File: src/rtl/hssi_tc_mailbox_ctrl_if.sv
// Mailbox bus bundle: CSR host side plus traffic-controller access side.
// The slave modport is the mailbox controller; the master modport is the host/TC.
interface hssi_tc_mailbox_ctrl_if #(
    parameter int NUM_PORTS = 8,
    parameter int TC_ADDR_W = 16
);
    localparam int PORT_W = (NUM_PORTS > 1) ? $clog2(NUM_PORTS) : 1;

    logic                 csr_we;
    logic                 csr_re;
    logic [3:0]           csr_addr;
    logic [31:0]          csr_wdata;
    logic [31:0]          csr_rdata;
    logic [PORT_W-1:0]    port_sel;
    logic                 tc_req;
    logic                 tc_wr;
    logic [PORT_W-1:0]    tc_port;
    logic [TC_ADDR_W-1:0] tc_addr;
    logic [31:0]          tc_wdata;
    logic                 tc_ack;
    logic [31:0]          tc_rdata;

    modport slave (
        input  csr_we, csr_re, csr_addr, csr_wdata, port_sel, tc_ack, tc_rdata,
        output csr_rdata, tc_req, tc_wr, tc_port, tc_addr, tc_wdata
    );

    modport master (
        output csr_we, csr_re, csr_addr, csr_wdata, port_sel, tc_ack, tc_rdata,
        input  csr_rdata, tc_req, tc_wr, tc_port, tc_addr, tc_wdata
    );
endinterface

File: src/rtl/hssi_tc_mailbox_ctrl.sv
// CSR mailbox that launches one traffic-controller register access at a time,
// waits for tc_ack (or a timeout) and reports completion through STATUS.
module hssi_tc_mailbox_ctrl #(
    parameter int NUM_PORTS   = 8,
    parameter int TC_ADDR_W   = 16,
    parameter int TIMEOUT_CYC = 1024
) (
    input  logic                  clk,
    input  logic                  rst,
    hssi_tc_mailbox_ctrl_if.slave bus
);
    localparam int          PORT_W  = (NUM_PORTS > 1) ? $clog2(NUM_PORTS) : 1;
    localparam logic [15:0] TO_LAST = 16'(TIMEOUT_CYC - 1);
    localparam logic [1:0]  CMD_RD  = 2'd1;
    localparam logic [1:0]  CMD_WR  = 2'd2;

    typedef enum logic [1:0] {
        S_IDLE = 2'd0,
        S_REQ  = 2'd1,
        S_DONE = 2'd2
    } state_e;

    state_e               state_q, state_d;
    logic [31:0]          addr_q, addr_d;
    logic [31:0]          wrdata_q, wrdata_d;
    logic [31:0]          rddata_q, rddata_d;
    logic [31:0]          csr_rdata_q, csr_rdata_d;
    logic                 done_q, done_d;
    logic                 busy_q, busy_d;
    logic                 timeout_q, timeout_d;
    logic                 dropped_q, dropped_d;
    logic [15:0]          cnt_q, cnt_d;
    logic                 tc_req_q, tc_req_d;
    logic                 tc_wr_q, tc_wr_d;
    logic [PORT_W-1:0]    tc_port_q, tc_port_d;
    logic [TC_ADDR_W-1:0] tc_addr_q, tc_addr_d;
    logic [31:0]          tc_wdata_q, tc_wdata_d;

    logic       cmd_wr;
    logic       cmd_access;
    logic [1:0] cmd;

    always_comb begin
        state_d     = state_q;
        addr_d      = addr_q;
        wrdata_d    = wrdata_q;
        rddata_d    = rddata_q;
        csr_rdata_d = csr_rdata_q;
        done_d      = done_q;
        busy_d      = busy_q;
        timeout_d   = timeout_q;
        dropped_d   = dropped_q;
        cnt_d       = cnt_q;
        tc_req_d    = tc_req_q;
        tc_wr_d     = tc_wr_q;
        tc_port_d   = tc_port_q;
        tc_addr_d   = tc_addr_q;
        tc_wdata_d  = tc_wdata_q;

        cmd        = bus.csr_wdata[1:0];
        cmd_wr     = bus.csr_we && (bus.csr_addr == 4'h0);
        cmd_access = (cmd == CMD_RD) || (cmd == CMD_WR);

        // Reads sample the pre-write register values, so a same-cycle write is not visible.
        if (bus.csr_re) begin
            case (bus.csr_addr)
                4'h0:    csr_rdata_d = {27'b0, dropped_q, timeout_q, busy_q, done_q, 1'b0};
                4'h4:    csr_rdata_d = addr_q;
                4'h8:    csr_rdata_d = rddata_q;
                4'hC:    csr_rdata_d = wrdata_q;
                default: csr_rdata_d = 32'h0;
            endcase
        end

        if (bus.csr_we && (bus.csr_addr == 4'h4)) addr_d   = bus.csr_wdata;
        if (bus.csr_we && (bus.csr_addr == 4'hC)) wrdata_d = bus.csr_wdata;

        if (cmd_wr && !cmd_access) begin
            done_d    = 1'b0;
            timeout_d = 1'b0;
            dropped_d = 1'b0;
        end
        if (cmd_wr && cmd_access && (state_q != S_IDLE)) dropped_d = 1'b1;

        case (state_q)
            S_IDLE: begin
                if (cmd_wr && cmd_access) begin
                    tc_port_d  = bus.port_sel;
                    tc_addr_d  = addr_q[TC_ADDR_W-1:0];
                    tc_wdata_d = wrdata_q;
                    tc_wr_d    = (cmd == CMD_WR);
                    tc_req_d   = 1'b1;
                    busy_d     = 1'b1;
                    done_d     = 1'b0;
                    timeout_d  = 1'b0;
                    dropped_d  = 1'b0;
                    cnt_d      = 16'h0;
                    state_d    = S_REQ;
                end
            end
            S_REQ: begin
                cnt_d = (cnt_q == 16'hFFFF) ? cnt_q : cnt_q + 16'h1;
                // An ack on the threshold cycle still completes the access normally.
                if (bus.tc_ack) begin
                    if (!tc_wr_q) rddata_d = bus.tc_rdata;
                    tc_req_d = 1'b0;
                    state_d  = S_DONE;
                end else if (cnt_q == TO_LAST) begin
                    timeout_d = 1'b1;
                    tc_req_d  = 1'b0;
                    state_d   = S_DONE;
                end
            end
            S_DONE: begin
                done_d  = 1'b1;
                busy_d  = 1'b0;
                state_d = S_IDLE;
            end
            default: state_d = S_IDLE;
        endcase
    end

    always_ff @(posedge clk or posedge rst) begin
        if (rst) begin
            state_q     <= S_IDLE;
            addr_q      <= 32'h0;
            wrdata_q    <= 32'h0;
            rddata_q    <= 32'h0;
            csr_rdata_q <= 32'h0;
            done_q      <= 1'b0;
            busy_q      <= 1'b0;
            timeout_q   <= 1'b0;
            dropped_q   <= 1'b0;
            cnt_q       <= 16'h0;
            tc_req_q    <= 1'b0;
            tc_wr_q     <= 1'b0;
            tc_port_q   <= '0;
            tc_addr_q   <= '0;
            tc_wdata_q  <= 32'h0;
        end else begin
            state_q     <= state_d;
            addr_q      <= addr_d;
            wrdata_q    <= wrdata_d;
            rddata_q    <= rddata_d;
            csr_rdata_q <= csr_rdata_d;
            done_q      <= done_d;
            busy_q      <= busy_d;
            timeout_q   <= timeout_d;
            dropped_q   <= dropped_d;
            cnt_q       <= cnt_d;
            tc_req_q    <= tc_req_d;
            tc_wr_q     <= tc_wr_d;
            tc_port_q   <= tc_port_d;
            tc_addr_q   <= tc_addr_d;
            tc_wdata_q  <= tc_wdata_d;
        end
    end

    assign bus.csr_rdata = csr_rdata_q;
    assign bus.tc_req    = tc_req_q;
    assign bus.tc_wr     = tc_wr_q;
    assign bus.tc_port   = tc_port_q;
    assign bus.tc_addr   = tc_addr_q;
    assign bus.tc_wdata  = tc_wdata_q;
endmodule

File: src/flat_wrapper.sv
// flat-port wrapper written by rule: the top's interface ports become plain ports
module hssi_tc_mailbox_ctrl_flat 
#(
    parameter int NUM_PORTS   = 8,
    parameter int TC_ADDR_W   = 16,
    parameter int TIMEOUT_CYC = 1024
)
  (clk, rst, bus_csr_we, bus_csr_re, bus_csr_addr, bus_csr_wdata, bus_port_sel, bus_tc_ack, bus_tc_rdata, bus_csr_rdata, bus_tc_req, bus_tc_wr, bus_tc_port, bus_tc_addr, bus_tc_wdata);
  hssi_tc_mailbox_ctrl_if #(.NUM_PORTS(NUM_PORTS), .TC_ADDR_W(TC_ADDR_W)) bus_i ();
  input  logic clk;
  input  logic rst;
  input wire logic [$bits(bus_i.csr_we)-1:0] bus_csr_we;
  input wire logic [$bits(bus_i.csr_re)-1:0] bus_csr_re;
  input wire logic [$bits(bus_i.csr_addr)-1:0] bus_csr_addr;
  input wire logic [$bits(bus_i.csr_wdata)-1:0] bus_csr_wdata;
  input wire logic [$bits(bus_i.port_sel)-1:0] bus_port_sel;
  input wire logic [$bits(bus_i.tc_ack)-1:0] bus_tc_ack;
  input wire logic [$bits(bus_i.tc_rdata)-1:0] bus_tc_rdata;
  output wire logic [$bits(bus_i.csr_rdata)-1:0] bus_csr_rdata;
  output wire logic [$bits(bus_i.tc_req)-1:0] bus_tc_req;
  output wire logic [$bits(bus_i.tc_wr)-1:0] bus_tc_wr;
  output wire logic [$bits(bus_i.tc_port)-1:0] bus_tc_port;
  output wire logic [$bits(bus_i.tc_addr)-1:0] bus_tc_addr;
  output wire logic [$bits(bus_i.tc_wdata)-1:0] bus_tc_wdata;
  assign bus_i.csr_we = bus_csr_we;
  assign bus_i.csr_re = bus_csr_re;
  assign bus_i.csr_addr = bus_csr_addr;
  assign bus_i.csr_wdata = bus_csr_wdata;
  assign bus_i.port_sel = bus_port_sel;
  assign bus_i.tc_ack = bus_tc_ack;
  assign bus_i.tc_rdata = bus_tc_rdata;
  assign bus_csr_rdata = bus_i.csr_rdata;
  assign bus_tc_req = bus_i.tc_req;
  assign bus_tc_wr = bus_i.tc_wr;
  assign bus_tc_port = bus_i.tc_port;
  assign bus_tc_addr = bus_i.tc_addr;
  assign bus_tc_wdata = bus_i.tc_wdata;
  hssi_tc_mailbox_ctrl #(.NUM_PORTS(NUM_PORTS), .TC_ADDR_W(TC_ADDR_W), .TIMEOUT_CYC(TIMEOUT_CYC)) u_core (.clk(clk), .rst(rst), .bus(bus_i));
endmodule
File: config.mk
export PLATFORM = sky130hd
export DESIGN_NAME = hssi_tc_mailbox_ctrl_flat
export DESIGN_NICKNAME = d
export VERILOG_FILES = /design/src/rtl/hssi_tc_mailbox_ctrl_if.sv /design/src/rtl/hssi_tc_mailbox_ctrl.sv /design/src/flat_wrapper.sv
export SDC_FILE = /design/constraint.sdc
export NUM_CORES = 1
export LEC_CHECK = 0
export ABC_AREA = 1
export BUFFER_PORTS_ARGS = -buffer_cell sky130_fd_sc_hd__buf_2
export CAP_MARGIN = 25
export CORE_MARGIN = 3
export CORE_UTILIZATION = 35
export CTS_CLUSTER_SIZE = 10
export DETAILED_ROUTE_END_ITERATION = 8
export PLACE_DENSITY = 0.56
export SYNTH_ARGS = -nofsm -noshare
export SYNTH_HDL_FRONTEND = slang
export SYNTH_SLANG_ARGS = --single-unit
File: constraint.sdc
create_clock -name clk -period 6.8 [get_ports clk]
set_input_delay 0.34 -clock clk [delete_from_list [all_inputs] [get_ports clk]]
set_output_delay 0.34 -clock clk [all_outputs]
set_load 0.01 [all_outputs]
==> results.md <==
* Status: complete, no violations
* Worst rel slew slack at 35.51%
* Worst reg2reg endpoint: u_core.bus.tc_req
* Share of the yosys chip area belonging to registers at between 50% and 60%
* Leakage power at roughly 0.0058 uW
* Total power density per cell area at ~300 mW/mm^2
* Data arrival time at the worst-slack endpoint at around 2.9 ns
* Count of state elements after synthesis at a little over 200
* Post-place setup slack at just over 4 ns
* GRT overflow at 0
* Netlist cell types at 33
* Total of max-cap violations at 0
* Share of the core filled with cells at between 40% and 50%
* Vias in the first global route at 7200
* Number of design rule violations left after detail routing at 0
* Global-route track usage on met1 at between 20% and 30%
* Commonest cells after routing, fill and taps aside: nand2_1, dfrtp_1, buf_2, inv_1, nand3_1
* Count of endpoints failing setup in the final report at 0
* Clock tree from TritonCTS: yes
* Register-to-register path setup slack at approximately 4.3 ns
* Sort of element at the start of the critical path: register
* Count of input and output buffers at 160
* Worst setup path endpoint: u_core.bus.tc_req
* Post-Syn Nets at between 1k and 1.5k
* Area delta synth->final at 19.68%
* Required time worst endpoint at between 7 and 8 ns
* Met2 routing resource usage after global routing at 28.64%
* Max-slew violation count at 0
* Fin. Hold Viols at 0
* Net count of the finished layout at between 1k and 1.5k
* Share of flip-flops with an asynchronous set or reset after synthesis at 100.0%
* Setup clock skew after layout at between 0.01 and 0.015 ns
* Worst supply voltage drop on vdd at 195.2 uV
* Number of buffers on the longest clock path at 3
* Placeable Area at ~0.025 sq mm
* Number of iterations in the first detailed-routing pass at 5
* R2R depth at 6
* Most common library cell in the layout ignoring fill and taps: nand2_1
* Total CTS buffers at 25
* Antenna violations before repair at 0
* Predominant post-synthesis flop cell: dfrtp_1
* Gr usage total at between 10% and 20%
* Critical path class: register to register
* Gate Count Post-Synth at just over 1k
* ANT cells at 0
* Proportion of layout cells with a drive suffix above 1 at a little under a quarter
* Die Footprint at around 0.028 sq mm
* Worst setup margin at between 4 and 5 ns
* Routability congestion estimate from global placement at 0.8093
* Later-pin clock latency in the skew report at about 0.51 ns
* Die outline width at approximately 170 um
* Detail Placement HPWL at approximately 16000 um
* CTS root buf: clkbuf_16
* I/O pins at roughly 160
* Path category of the worst min-delay check: primary input to register
* Setup repair after global routing missed its margin: false
* Actual transition at the worst max-transition pin at roughly 0.97 ns
* First element of the critical path: u_core.state_q[0]
* Average wire per standard cell at 16.33 um
* CTS clk-pin slew, worst paths at ~0.050 ns
* Die height at 166.4 um
* Starting density of the core at a little over a third
* Total standard cell area after synthesis at between 0.009 and 0.01 sq mm
* Worst reg2reg startpoint: u_core.state_q[0]
* Largest fanout on the critical path at 45
* Met3 track demand over resource at under 10%
* Part of the cycle the worst path needs at between 30% and 40%
* Iteration-0 DRC Markers at roughly 470
* FP Rows at 58
* Avg Cell Area, Syn at about 8.7 sq um
* Filler cell count in the final layout at between 2k and 3k
* Maximum clock frequency at between 400 and 500 MHz
* Maximum number of pins on one net before global-route repair at around 150
* Remaining number of nets flagged by the antenna check after routing at 0
* Number of sinks driven by the clock tree at between 200 and 250
* Setup Fix Bufs, Post-CTS at 0
* CTS H-tree lvls at 1
* Detailed-route wire length at ~25000 um
* Count of synthesis-stage warnings from yosys at 0
* Aggregate negative setup slack at 0 ns
* Type of destination of the critical path: register
* Min cycle time layout at 2.481 ns
* Global-route wire length before repair at between 40000 and 50000 um
* Avg Vias per Cell at between 4 and 5
* Global routing's busiest layer: met2
* Post-synth EDFFs at 0
* DR vias at 7300
cell families after synthesis:
kind of cell,share of synthesized area (%)
flip-flops,56.39
AND/OR/NAND/NOR,24.68
adder cells (fa/ha/maj),0.2777
XOR/XNOR,0.3888
buffers and inverters,7.181
AO/OA/AOI/OAI,9.709
multiplexers,1.375
state kept, by name, summed over array words and instances, names as in the netlist:
register / count
u_core.addr_q: 32
u_core.bus.csr_rdata: 32
u_core.bus.tc_addr: 16
u_core.bus.tc_port: 3
u_core.bus.tc_req: 1
u_core.bus.tc_wdata: 32
u_core.bus.tc_wr: 1
u_core.busy_q: 1
u_core.cnt_q: 16
u_core.done_q: 1
u_core.dropped_q: 1
u_core.rddata_q: 32
u_core.state_q: 2
u_core.timeout_q: 1
u_core.wrdata_q: 32
worst max-delay path, cell delays in order (launching register included):
cell and delay (ns):
dfrtp_1 0.40, inv_2 0.71, nand4_4 0.70, buf_12 0.41, nand2_1 0.06, o21ai_0 0.07, inv_1 0.06
power by group:
group	switching [uW]	internal [uW]	total, uW	leakage, uW
Sequential	153	1440	1590	0.00261
Clock	477	692	1170	0.000343
Combinational	283	202	485	0.00282
worst min-delay path by stage:
stage / endpoint / slack [ns] / cells after the start / from
after global placement: u_core.bus.tc_addr[2] / 0.45 / 2 / u_core.bus.tc_addr[2]
after floorplan: u_core.timeout_q / 0.44 / 2 / u_core.timeout_q
after global routing: u_core.rddata_q[26] / 0.05 / 2 / bus_tc_rdata[26]
final: u_core.rddata_q[26] / 0.06 / 2 / bus_tc_rdata[26]
after CTS: u_core.rddata_q[26] / 0.05 / 2 / bus_tc_rdata[26]
after detailed placement: u_core.bus.tc_wdata[1] / 0.46 / 2 / u_core.bus.tc_wdata[1]
routing by layer:
layer / vias to the layer above / routed length [um] / part of all wire [%]
li1: 3587 / - / -
met1: 3483 / 11650 / 47
met2: 207 / 11380 / 46
met3: 23 / 1500 / 6.0
met4: 0 / 339 / 1.4
met5: - / 0 / 0
cells in the mapped netlist, types with 7 or more instances:
| library cell | number | area [sq um] |
|---|---|---|
| buf_2 | 16 | 80.08 |
| o21ai_2 | 34 | 297.8 |
| nand2_1 | 377 | 1415 |
| buf_6 | 9 | 101.4 |
| nor2_1 | 46 | 172.7 |
| o221ai_1 | 9 | 78.83 |
| dfrtp_1 | 203 | 5080 |
| o21ai_0 | 37 | 185.2 |
| nand4_1 | 11 | 68.82 |
| a21oi_1 | 22 | 110.1 |
| inv_2 | 7 | 26.28 |
| nand3_1 | 72 | 360.4 |
| o21ai_1 | 21 | 105.1 |
| o211ai_1 | 12 | 90.09 |
| mux2_2 | 11 | 123.9 |
| clkbuf_1 | 17 | 63.81 |
| inv_1 | 92 | 345.3 |
area by class of cell:
cell class / instances / area, sq um / area share (%)
Inverter: 99 / 379.1 / 3.516
Clock inverter: 2 / 13.76 / 0.1277
Sequential cell: 203 / 5080 / 47.12
Timing Repair Buffer: 170 / 923.4 / 8.564
Clock buffer: 37 / 690.7 / 6.406
Tap cell: 330 / 412.9 / 3.830
Multi-Input combinational cell: 682 / 3282 / 30.44
stage by stage:
stage | instance area [sq um] | total power (uW) | hold WS [ns] | std cells
floorplan | 9009 | 1896 | 0.4422 | 1032
global placement | 10000 | 2084 | 0.4528 | 1480
detailed placement | 10040 | 2100 | 0.4573 | 1482
CTS | 10740 | 3281 | 0.04502 | 1521
global route | 10780 | 3432 | 0.05239 | 1523
finish | 10780 | 3244 | 0.05963 | 1523
timing repair:
action                    CTS  global route
hold endpoints to repair    0            15
gates resized for setup     0             0
hold buffers                0             1
Power figures use the tool's default switching activity.
